$ cat src/rtl/ring_priority_arbiter_if.sv
// Requester <-> arbiter bundle: level requests and enable in, registered grant,
// grant index and priority pointer out.
interface ring_priority_arbiter_if #(
    parameter int N = 4
);
    localparam int IW = (N > 1) ? $clog2(N) : 1;

    logic          enable;
    logic [N-1:0]  req;
    logic [N-1:0]  grant;
    logic          grant_valid;
    logic [IW-1:0] grant_id;
    logic [N-1:0]  ptr;

    // Requester side drives requests and enable, observes the grant.
    modport master (
        output enable, req,
        input  grant, grant_valid, grant_id, ptr
    );

    // Arbiter side.
    modport slave (
        input  enable, req,
        output grant, grant_valid, grant_id, ptr
    );
endinterface

$ cat src/rtl/ring_priority_arbiter.sv
// Round-robin arbiter with a one-hot ring pointer. A grant is held until the
// owner drops its request, or until it has been held MAX_HOLD cycles while
// someone else is waiting; the next owner is picked in the same edge.
module ring_priority_arbiter #(
    parameter int N        = 4,
    parameter int MAX_HOLD = 8
) (
    input  logic                      clk,
    input  logic                      reset,
    ring_priority_arbiter_if.slave    arb
);
    localparam int IW = (N > 1) ? $clog2(N) : 1;
    localparam int HW = $clog2(MAX_HOLD + 1);
    localparam logic [N-1:0]  ONE  = N'(1);
    localparam logic [HW-1:0] HMAX = HW'(MAX_HOLD);

    typedef enum logic {IDLE, BUSY} state_t;

    state_t        state;
    logic [HW-1:0] hold_cnt;
    logic [N-1:0]  grant_q;
    logic [N-1:0]  ptr_q;
    logic [IW-1:0] id_q;
    logic          gv_q;

    logic [N-1:0]  others;
    logic [N-1:0]  cand;
    logic          released;
    logic          timeout;
    logic          found;
    logic [IW-1:0] win;
    logic [N-1:0]  win_oh;
    logic [N-1:0]  win_ptr;
    int            pidx;

    assign arb.grant       = grant_q;
    assign arb.grant_valid = gv_q;
    assign arb.grant_id    = id_q;
    assign arb.ptr         = ptr_q;

    // Candidate set and circular priority scan starting at the pointer bit.
    always_comb begin
        others   = arb.req & ~grant_q;
        released = (arb.req & grant_q) == '0;
        timeout  = (hold_cnt == HMAX) && (|others) && arb.enable;
        cand     = (state == IDLE) ? arb.req : others;
        pidx     = 0;
        for (int i = 0; i < N; i++) begin
            if (ptr_q[i]) pidx = i;
        end
        found = 1'b0;
        win   = '0;
        for (int k = 0; k < N; k++) begin
            if (!found && cand[(pidx + k) % N]) begin
                found = 1'b1;
                win   = IW'((pidx + k) % N);
            end
        end
        win_oh  = ONE << win;
        win_ptr = ONE << ((int'(win) + 1) % N);
    end

    // Grant/pointer state machine; every new grant advances the pointer past the winner.
    always_ff @(posedge clk) begin
        if (reset) begin
            state    <= IDLE;
            grant_q  <= '0;
            gv_q     <= 1'b0;
            id_q     <= '0;
            ptr_q    <= ONE;
            hold_cnt <= '0;
        end else begin
            case (state)
                IDLE: begin
                    if (arb.enable && found) begin
                        grant_q  <= win_oh;
                        gv_q     <= 1'b1;
                        id_q     <= win;
                        ptr_q    <= win_ptr;
                        hold_cnt <= HW'(1);
                        state    <= BUSY;
                    end
                end
                BUSY: begin
                    if (released || timeout) begin
                        if (arb.enable && found) begin
                            grant_q  <= win_oh;
                            gv_q     <= 1'b1;
                            id_q     <= win;
                            ptr_q    <= win_ptr;
                            hold_cnt <= HW'(1);
                        end else begin
                            grant_q  <= '0;
                            gv_q     <= 1'b0;
                            id_q     <= '0;
                            hold_cnt <= '0;
                            state    <= IDLE;
                        end
                    end else if (hold_cnt != HMAX) begin
                        hold_cnt <= hold_cnt + HW'(1);
                    end
                end
                default: state <= IDLE;
            endcase
        end
    end
endmodule

$ cat src/flat_wrapper.sv
// flat-port wrapper written by rule: the top's interface ports become plain ports
module ring_priority_arbiter_flat 
#(
    parameter int N        = 4,
    parameter int MAX_HOLD = 8
)
  (clk, reset, arb_enable, arb_req, arb_grant, arb_grant_valid, arb_grant_id, arb_ptr);
  ring_priority_arbiter_if #(.N(N)) arb_i ();
  input  logic clk;
  input  logic reset;
  input wire logic [$bits(arb_i.enable)-1:0] arb_enable;
  input wire logic [$bits(arb_i.req)-1:0] arb_req;
  output wire logic [$bits(arb_i.grant)-1:0] arb_grant;
  output wire logic [$bits(arb_i.grant_valid)-1:0] arb_grant_valid;
  output wire logic [$bits(arb_i.grant_id)-1:0] arb_grant_id;
  output wire logic [$bits(arb_i.ptr)-1:0] arb_ptr;
  assign arb_i.enable = arb_enable;
  assign arb_i.req = arb_req;
  assign arb_grant = arb_i.grant;
  assign arb_grant_valid = arb_i.grant_valid;
  assign arb_grant_id = arb_i.grant_id;
  assign arb_ptr = arb_i.ptr;
  ring_priority_arbiter #(.N(N), .MAX_HOLD(MAX_HOLD)) u_core (.clk(clk), .reset(reset), .arb(arb_i));
endmodule
$ cat config.mk
export PLATFORM = sky130hd
export DESIGN_NAME = ring_priority_arbiter_flat
export DESIGN_NICKNAME = d
export VERILOG_FILES = /design/src/rtl/ring_priority_arbiter_if.sv /design/src/rtl/ring_priority_arbiter.sv /design/src/flat_wrapper.sv
export SDC_FILE = /design/constraint.sdc
export NUM_CORES = 1
export LEC_CHECK = 0
export CORE_AREA = 2 2 79 43
export CTS_CLUSTER_DIAMETER = 100
export DETAILED_ROUTE_END_ITERATION = 10
export DIE_AREA = 0 0 81 45
export PLACE_DENSITY_LB_ADDON = 0.2
export SETUP_SLACK_MARGIN = 0.02
export SYNTH_ARGS = -nofsm -noshare
export SYNTH_HDL_FRONTEND = slang
export SYNTH_SLANG_ARGS = --single-unit
$ cat constraint.sdc
create_clock -name clk -period 2.34 [get_ports clk]
set_input_delay 0.702 -clock clk [delete_from_list [all_inputs] [get_ports clk]]
set_output_delay 0.702 -clock clk [all_outputs]
set_load 0.03 [all_outputs]
Yosys cells after proc, flatten, opt, wreduce, memory -nomap -nowiden
Cells that the tools add are included.
{"block": "classes", "n_addsub": 5, "magnitude_cmp": 4, "n_eq_ne": 5, "shift": 2, "n_mux": 46, "bitwise": 9, "reduce_logical": 19}
{"op": "32-bit by 3-bit adder with 32-bit output, second input constant", "count": 2}
{"op": "32-bit 2-to-1 mux", "count": 2}
{"op": "4-bit 2-to-1 mux", "count": 9}
{"op": "32-bit by 2-bit adder with 32-bit output, second input constant", "count": 1}
{"op": "1-bit by 32-bit << shifter with 4-bit output, first input constant", "count": 1}
{"op": "4-bit one-hot mux with 2 select lines", "count": 3}
{"op": "1-bit 2-to-1 mux", "count": 18}
{"op": "3-bit by 4-bit < comparator with 1-bit output, second input constant", "count": 4}
{"op": "2-bit 2-to-1 mux", "count": 7}
{"op": "2-bit OR reduction", "count": 5}
{"op": "4-bit bitwise AND", "count": 2}
{"op": "1-bit binary-select mux with 2-bit select", "count": 4}
{"op": "1-bit logical AND", "count": 6}
{"op": "4-bit by 1-bit adder with 4-bit output, second input constant", "count": 1}
{"op": "1-bit bitwise AND", "count": 4}
{"op": "4-bit == test, second input constant", "count": 1}
{"op": "4-bit zero test", "count": 1}
{"op": "2-bit != test, second input constant", "count": 2}
{"op": "4-bit != test, second input constant", "count": 1}
{"op": "4-bit NOT", "count": 1}
{"op": "1-bit one-hot mux with 2 select lines", "count": 2}
{"op": "2-bit one-hot mux with 2 select lines", "count": 1}
{"op": "2-bit AND reduction", "count": 2}
{"op": "4-bit OR reduction", "count": 1}
{"op": "7 further kinds", "count": 9}
{"block": "totals", "regBits": 16, "input_bits": 7, "output_inout_bits": 11}

Logic depth before layout (Yosys ltp)
Gate-level depths: netlist (run 1).
{"block": "depth", "depth_word": 25, "ltp_mapped": 9, "mapped_depth_nobuf": 8}

Worst setup path before layout (run 1)
Ideal clock, no wire load.
{"block": "synth_timing", "path_type": "input port to flip-flop", "from": "input port arb_req[1]", "to": "register u_core.ptr_q[0] (netlist: u_core.arb.ptr[0])", "setup_ns": 0.122, "arrival_time_ns": 1.922, "required_time_ns": 2.218, "setup_slack_ns": 0.296, "cell_stages": 7, "path_cell_list": "a21boi_2 buf_6 o211ai_1 a21boi_1 o32ai_1 a32oi_2 a221o_1"}
{"block": "synth_between", "elab_chain_len": 22}
{"item": "start: declaration", "line": "flat_wrapper.sv:12", "rtl": "input wire logic [$bits(arb_i.req)-1:0] arb_req;"}
{"item": "4-bit bitwise AND", "line": "ring_priority_arbiter.sv:43", "rtl": "others = arb.req & ~grant_q;"}
{"item": "4-bit 2-to-1 mux", "line": "ring_priority_arbiter.sv:46", "rtl": "cand = (state == IDLE) ? arb.req : others;"}
{"item": "1-bit binary-select mux with 2-bit select", "line": "ring_priority_arbiter.sv:54", "rtl": "if (!found && cand[(pidx + k) % N]) begin"}
{"item": "1-bit 2-to-1 mux (implied by the code) (2 in a row)", "line": "ring_priority_arbiter.sv:54"}
{"item": "1-bit 2-to-1 mux", "line": "ring_priority_arbiter.sv:54"}
{"item": "1-bit zero test", "line": "ring_priority_arbiter.sv:54"}
{"item": "1-bit logical AND", "line": "ring_priority_arbiter.sv:54"}
{"item": "1-bit 2-to-1 mux", "line": "ring_priority_arbiter.sv:54"}
{"item": "[5 not listed]"}
{"item": "2-bit 2-to-1 mux", "line": "ring_priority_arbiter.sv:54"}
{"item": "2-bit by 1-bit adder with 2-bit output", "line": "ring_priority_arbiter.sv:60", "rtl": "win_ptr = ONE << ((int'(win) + 1) % N);"}
{"item": "2-bit OR reduction (no line)"}
{"item": "1-bit bitwise AND (no line)"}
{"item": "1-bit by 32-bit << shifter with 4-bit output", "line": "ring_priority_arbiter.sv:60"}
{"item": "4-bit 2-to-1 mux", "line": "ring_priority_arbiter.sv:75, ring_priority_arbiter.sv:86"}
{"item": "4-bit 2-to-1 mux", "line": "ring_priority_arbiter.sv:85", "rtl": "if (released || timeout) begin"}
{"item": "4-bit one-hot mux with 2 select lines", "line": "ring_priority_arbiter.sv:73", "rtl": "case (state)"}
{"item": "end signal: assignment", "line": "ring_priority_arbiter.sv:79", "rtl": "ptr_q <= win_ptr;"}
{"item": "end signal: assignment", "line": "ring_priority_arbiter.sv:90", "rtl": "ptr_q <= win_ptr;"}
{"item": "end: declaration", "line": "ring_priority_arbiter.sv:22", "rtl": "logic [N-1:0] ptr_q;"}
Parallel ways exist; a longest one is shown, timed or not. The select of a mux whose other input is x is not followed.
A chain may end at the register's enable or synchronous reset.

Final worst setup path (run 1)
{"block": "layout_timing", "from": "register u_core.ptr_q[3] (netlist: u_core.arb.ptr[3])", "to": "output port arb_ptr[3]"}
{"item": "end: declaration", "line": "flat_wrapper.sv:16", "rtl": "output wire logic [$bits(arb_i.ptr)-1:0] arb_ptr;"}
No word-level cell between the ends.

==> results of run 1 <==
[path summary, 6_finish.rpt]
check / end / slack (ns) / cells past startpoint
worst max-delay path: arb_ptr[3] / 0.09 / 1
worst max register to register: u_core.arb.grant[0] / 0.29 / 8
worst min register to register: u_core.arb.grant_valid / 0.46 / 2
worst min-delay path: u_core.arb.grant_valid / 0.46 / 2
[timing repair]
item | in CTS | in global routing
endpoints found under the setup margin | 10 | 16
gates resized for setup | 9 | 8
pin swaps | 6 | 7
buffers inserted | 4 | 1
[registers in the layout (all words and copies together) (netlist names)]
register	flops
u_core.hold_cnt	4
u_core.state	1
u_core.arb.grant	4
u_core.arb.grant_valid	1
u_core.arb.ptr	4
u_core.arb.grant_id	2
[kinds of logic (layout without fill, tap and decap cells)]
group / count (synthesis) / count (layout) / synth area share, %
muxes: 2 / 2 / 1.758
adders and majority gates: 2 / 2 / 2.197
and+or+nand+nor: 53 / 53 / 24.40
buffers and inverters: 9 / 48 / 4.724
DFF: 16 / 16 / 28.13
AOI/OAI and AO/OA: 54 / 54 / 38.79
[power by group through the flow]
stage	registers [mW]	clock network [mW]	logic (mW)
floorplan	0.463	0	0.370
global placement	0.400	0	0.661
detailed placement	0.399	0	0.653
CTS	0.399	0.253	0.682
global route	0.411	0.266	0.761
finish	0.401	0.245	0.700
[layout make-up]
class                           instances  area, sq um  share of cell area, %
Sequential cell                        16        320.3                  19.72
Clock buffer                            4        55.05                  3.390
Tap cell                               40        50.05                  3.082
Timing Repair Buffer                   40        357.8                  22.03
Inverter                                4        15.01                 0.9245
Multi-Input combinational cell        111        825.8                  50.85
[cells in the final DEF (no fill, tap or decap), drive strengths merged, types with 4 or more instances in the layout]
cell type,n
nor2b,6
clkdlybuf4s50,13
o21ai,16
nand3b,4
a21boi,6
buf,23
nor2,11
inv,4
nand3,7
nand2,14
clkbuf,4
a21oi,7
dfxtp,16
[metal layers]
metal | up-vias | wire length, um | track usage, %
li1 | 591 | - | -
met1 | 543 | 1460 | 23.68
met4 | 0 | 19 | 4.068
met5 | - | 0 | 0
met2 | 30 | 1333 | 29.92
met3 | 2 | 102 | 3.600
==> results.txt, run 1 <==
* Outcome: finished clean
- Leakage power: 0.6574 nW
* Worst vdd rail ir drop: 584.1 uV
* Post-placement setup slack: -0.3992 ns
- The slowest stage of the critical path is the sky130_fd_sc_hd__clkdlybuf4s50_1 cell.
- The core region is 2908 sq um.
- Clock tree synthesis inserted a total of 3 buffers.
* Total design power: 1.346 mW
* Library cell occupying the most area in the post-synthesis netlist: sky130_fd_sc_hd__dfxtp_1
* Net switching power figure: 561.5 uW
- Clock tree from TritonCTS: yes
- Counting flops with a built-in enable in the synthesized netlist gives 0.
- Critical Path Max Stage Delay: 0.74 ns
- Transition at the pin with the smallest max-transition slack: 0.4591 ns
* Count of endpoints failing setup in the final report: 0
- Clock latency on the worst-skew pair, taken at its later pin, is 0.25 ns.
- Setup repair after global routing left no endpoint under its margin.
- Die boundary width: 81 um
- Worst Setup Start Kind: flip-flop
- Hold slack final: 0.4574 ns
- The initial utilization of the core area, before any placement, comes to 39.16%.
* Number of optimization iterations in the first detailed-route pass: 4
- Cell-internal power: 784.5 uW
* Area after DPL: 1468 sq um
- Tracing the worst setup path back leads to its startpoint at u_core.arb.ptr[3].
- The first routing iteration left 56 violations.
- Of all nets on the critical path, the largest fanout is 11.
* Share of final-layout standard cells stronger than drive strength 1: 27.43%
- Std-Cell Rows: 14
* Largest cells by area after synthesis: sky130_fd_sc_hd__dfxtp_1 28%, sky130_fd_sc_hd__nand2_1 4.6%, sky130_fd_sc_hd__o21ai_0 4.4%
* Sequential fraction of the synthesis area: 28.13%
* Utilization of the core after routing: 55.85%
* Critical Path, Cell by Cell: clkdlybuf4s50_1
- Netlist cell types: 48
- Inserted Diodes: 0
- Fin area: 1624 sq um
- The most common cell in the synthesized netlist is sky130_fd_sc_hd__dfxtp_1.
- Routed len/inst: 13.56 um
- Net switching is 41.71% of the power.
* Total of flip-flops plus latches after synthesis: 16
- The routed layout has 1166 vias.
* Buffer and inverter count on the worst path: 1
* Clock network fraction of design power: 18.2%
- Number of nets in the finished design: 185
* Residual DRC count: 0
- The worst hold path begins at u_core.arb.grant_valid.
* Global route total overflow: 0
- For this run, asynchronously set or reset flops after synthesis account for 0%.
- The synthesized netlist occupies a cell area of 1139 sq um.
- Once detail routing completed, the nets flagged for antenna violations numbered 0.
- Via count of the first global-routing pass: 1121
* Power density over the cells: 828.8 nW/um^2
* Worst relative slew slack: 69.35%
- CTS saw 16 sinks.
- In this run the critical register-to-register path is launched from u_core.state.
- Entering global routing, the biggest net connects 12 pins.
- Once layout is complete, the cells apart from fillers number 215.
- Clock transition at path regs: 0.07 ns
* Gate Count Post-Synth: 136
- Crit share post-route: 96.10%
* Required time worst endpoint: 1.64 ns
* Count of final hold-check violations: 0
* I/O pins: 18
- HPWL after detailed placement: 2094 um
- Synthesis produced a netlist with a net count of 145.
- Most common library cells after synthesis: 16 x sky130_fd_sc_hd__dfxtp_1, 14 x sky130_fd_sc_hd__nand2_1, 11 x sky130_fd_sc_hd__nor2_1
- Final min period: 2.249 ns
- CTS placed an instance of sky130_fd_sc_hd__clkbuf_8 at the clock tree root.
- Wire length of the first global-routing pass: 5023 um
* Most used flip-flop cell after synthesis: sky130_fd_sc_hd__dfxtp_1
- Final WL: 2915 um
- Data arrives at the worst endpoint at 1.55 ns.
- Global routing used 17.68% of the available tracks across all layers.
* Endpoint type of the worst setup path: output pin
- Max-cap violations: 0
- In the routed layout, each cell is associated on average with a via count of 5.423.
- Die span in y: 45 um
* Hold Path Class: reg -> reg
- Family of cells with the greatest summed delay on the critical path: buffers and inverters
- The filler cells instantiated in the layout total 293.
* Number of antenna violations at the first check in global routing: 0
* Buffer levels on the longest clock path: 2
- The share of synthesized area in the top cell type comes to 28.13%.
* Maximum operating frequency: 0.4447 GHz
- Number of buffer cells added on primary ports: 17
- The floorplan step defined a die boundary enclosing 3645 sq um.
- Worst setup margin: 0.09122 ns
- Per report_power, the sequential group accounts for 29.8% of the total.
* H-tree depth reported by CTS: 1
- Yosys warnings: 0
- Largest clock skew in the final design: 0.005172 ns
- Combinational logic burns 52.0% of the power.
- By startpoint and endpoint, the worst setup path is classified as reg -> out.
- Compared with the post-synthesis result, the final layout area differs by 42.64%.
* Pins over their slew limit: 0
- Summed over all failing endpoints, the final setup total negative slack is 0 ns.
- After synthesis, the mean cell area works out to 8.372 sq um.
- Placed insts: 206
- Placer Congestion: 0.8828
- Hold buffers post-CTS: 0
No activity file was read; power rests on OpenSTA's default activity.
==> run 2, diff against run 1 <==
--- a/config.mk
+++ b/config.mk
@@ -9,6 +9,8 @@
 export CTS_CLUSTER_DIAMETER = 100
 export DETAILED_ROUTE_END_ITERATION = 10
 export DIE_AREA = 0 0 81 45
+export GPL_TIMING_DRIVEN = 0
+export HOLD_SLACK_MARGIN = 0.05
 export PLACE_DENSITY_LB_ADDON = 0.2
 export SETUP_SLACK_MARGIN = 0.02
 export SYNTH_ARGS = -nofsm -noshare
==> run 2 against run 1 <==
  * First-iteration DRC count grew 5.4%
  * Wire length down 0.48%
  * Design area shrank 7.9%
  * Non-clock buffer count is 10 lower
  * Critical path type unchanged
==> results.txt, run 2 (same netlist as run 1, synthesis figures left out) <==
- The run finished with clean final reports.
- The first-iteration detailed-routing DRC count came to 59 (+5.4%).
- Critical Path Max Stage Delay: 0.73 ns (about the same)
- The maximum number of pins on one net before global-route repair came to 11 (-1).
* Leakage power: 0.5955 nW (-9.4%)
* Clock tree from TritonCTS: yes
- The library cells used most frequently in the layout, excluding fill and tap cells, are 16 x sky130_fd_sc_hd__dfxtp_1, 14 x sky130_fd_sc_hd__nand2_1, 12 x sky130_fd_sc_hd__clkdlybuf4s50_1.
* Worst vdd rail ir drop: 423.4 uV (-28%)
- Worst Setup Start Kind: flip-flop
- Switching portion of total power: 42.79% (+1.1 points)
- Placer Congestion: 0.8179 (-7.4%)
* Count of final hold-check violations: 0 (unchanged)
- Sequential cell area: 320.3 sq um (unchanged)
- The net count of the finished layout is 175 (-5.4%).
- Leaving out fill and tap cells, the most frequent cell in the layout is sky130_fd_sc_hd__dfxtp_1.
* Worst relative slew slack: 70.80% (+1.4 points)
- RSZ-0062 raised after global routing: false
- Wire length of the first global-routing pass: 4974 um (-0.98%)
* Die span in y: 45 um (unchanged)
- Global route total overflow: 0 (unchanged)
- Clock tree sinks: 16 (unchanged)
- Number of antenna violations at the first check in global routing: 0 (unchanged)
- The total of fill cells in the finished design is 301 (+2.7%).
- The total net switching power came to 547.0 uW (-2.6%).
- The data required time at the worst endpoint is 1.64 ns (about the same).
- Clock network fraction of design power: 16.0% (-2.2 points)
- Number of antenna-violating nets in the routed design: 0 (unchanged)
- Number of buffer cells added on primary ports: 17 (unchanged)
- Crit share post-route: 93.71% (-2.4 points)
* Hold Path Class: reg -> reg
* Pins over their slew limit: 0 (unchanged)
* Global router's overall resource usage: 17.99% (+0.31 points)
- Multi-input gate area: 798.3 sq um (-3.3%)
- The overall die area is 3645 sq um (unchanged).
- The number of failing setup endpoints in the final timing report is 0 (unchanged).
- H-tree depth reported by CTS: 1 (unchanged)
- Part of the total power dissipated in sequential elements: 30.6% (+0.8 points)
- The achievable frequency was 0.4560 GHz (+2.6%).
- Share of final-layout standard cells stronger than drive strength 1: 18.29% (-9.1 points)
- The signal on the critical path passes through clkdlybuf4s50_1.
- The number of global-route vias before repair was 1064 (-5.1%).
* Arrival time reported for the critical path endpoint: 1.49 ns (-0.06 ns)
- Clock transition at path regs: 0.06 ns (about the same)
- The DRC violation count after routing came to 0 (unchanged).
* Transition at the pin with the smallest max-transition slack: 0.4375 ns (-0.02164 ns)
* Initial core utilization: 39.16% (unchanged)
* I/O pins: 18 (unchanged)
- The setup slack of the critical path after layout came to 0.1472 ns (+0.05600 ns).
- Buffer levels on the longest clock path: 2 (unchanged)
- The detailed-routing iteration count for the pre-antenna-repair pass was 4 (unchanged).
* Inserted Diodes: 0 (unchanged)
* Hold buffers post-CTS: 0 (unchanged)
- The via total after detailed routing is 1142 (-2.1%).
* Clock latency at the later pin of the worst-skew pair: 0.25 ns (about the same)
- Layout overhead on the synthesized area: 31.43%
* Buffer cell driving the clock tree root: sky130_fd_sc_hd__clkbuf_8
- The buffers plus inverters on the worst setup path is 1 (unchanged).
- The critical path is of the reg -> out type.
- The total wirelength of the detailed-routed design came to 2901 um (-0.48%).
* CTS buffer count: 3 (unchanged)
* Family of cells with the greatest summed delay on the critical path: buffers and inverters
- Combinational share of power: 53.4% (+1.4 points)
- Power density over the cells: 854.2 nW/um^2 (+3.1%)
* Final min period: 2.193 ns (-0.05600 ns)
- The smallest hold slack was 0.4567 ns (-0.0006870 ns).
- Vias per std cell: 5.598 (+3.2%)
- Endpoint type of the worst setup path: output pin
* Cell-internal power: 731.3 uW (-6.8%)
- Largest clock skew in the final design: 0.002108 ns (-0.003065 ns)
* Post-placement setup slack: -0.4390 ns (-0.03978 ns)
* Placeable core area: 2908 sq um (unchanged)
- Critical-path maximum fanout: 9 (-2)
- Worst-path cell with the longest stage delay: sky130_fd_sc_hd__clkdlybuf4s50_1
- The die width came to 81 um (unchanged).
* HPWL after detailed placement: 2018 um (-3.6%)
* Max-cap violations: 0 (unchanged)
- The count of standard-cell rows is 14 (unchanged).
* Routed len/inst: 14.22 um (+4.9%)
[run 2: changes by cell type in the layout (fill, tap and decap cells not counted), moves of 2 or more]
cell / change
sky130_fd_sc_hd__buf_4: -15
sky130_fd_sc_hd__buf_6: +3
sky130_fd_sc_hd__nand2_2: -2
sky130_fd_sc_hd__nand2_1: +2
sky130_fd_sc_hd__buf_2: +2
[run 2: power groups by stage]
stage	logic, mW	clock network (mW)	registers, mW
global placement	0.634	0	0.388
CTS	0.653	0.212	0.390
finish	0.682	0.204	0.392
floorplan	0.370	0	0.463
global route	0.746	0.228	0.400
detailed placement	0.634	0	0.389
[run 2: final timing paths]
kind	startpoint	end	slack, ns	depth (start not counted)
setup / recovery	u_core.arb.ptr[2]	arb_ptr[2]	0.15	1
hold / removal	u_core.arb.grant_valid	u_core.arb.grant_valid	0.46	2
setup reg to reg	u_core.state	u_core.arb.grant[1]	0.34	8
hold reg to reg	u_core.arb.grant_valid	u_core.arb.grant_valid	0.46	2
[run 2: cell type report]
class                   count  share of cell area [%]
flip-flops and latches     16                   21.40
multi-input cells         111                   53.34
inverters                   4                   1.003
repair buffers             25                   15.30
clock buffers               3                   2.759
well taps                  40                   3.344
plain buffers               5                   2.843
[run 2: per-stage QoR]
stage               cells  utilization, %  TNS [ns]  cell area (sq um)  total power, mW
CTS                   201           50.39         0               1465            1.255
global route          204           51.46         0               1496            1.374
finish                204           51.46         0               1496            1.278
global placement      193           46.73    -4.226               1359            1.021
floorplan             136               -         0               1139           0.8327
detailed placement    193           46.73    -4.177               1359            1.023
[run 2: timing repair]
action,4_1_cts,5_1_grt
pin swaps,7,3
endpoints found under the setup margin,11,13
gates cloned,1,0
buffers inserted,4,3
resized for setup,9,3
[run 2: layer usage]
| metal | track usage (%) | wire length (um) | vias to the layer above | share of wire (%) |
|---|---|---|---|---|
| met5 | 0 | 0 | - | 0 |
| met2 | 28.93 | 1313 | 35 | 45 |
| li1 | - | - | 574 | - |
| met3 | 4.200 | 139 | 6 | 4.8 |
| met1 | 24.08 | 1400 | 527 | 48 |
| met4 | 6.441 | 47 | 0 | 1.6 |
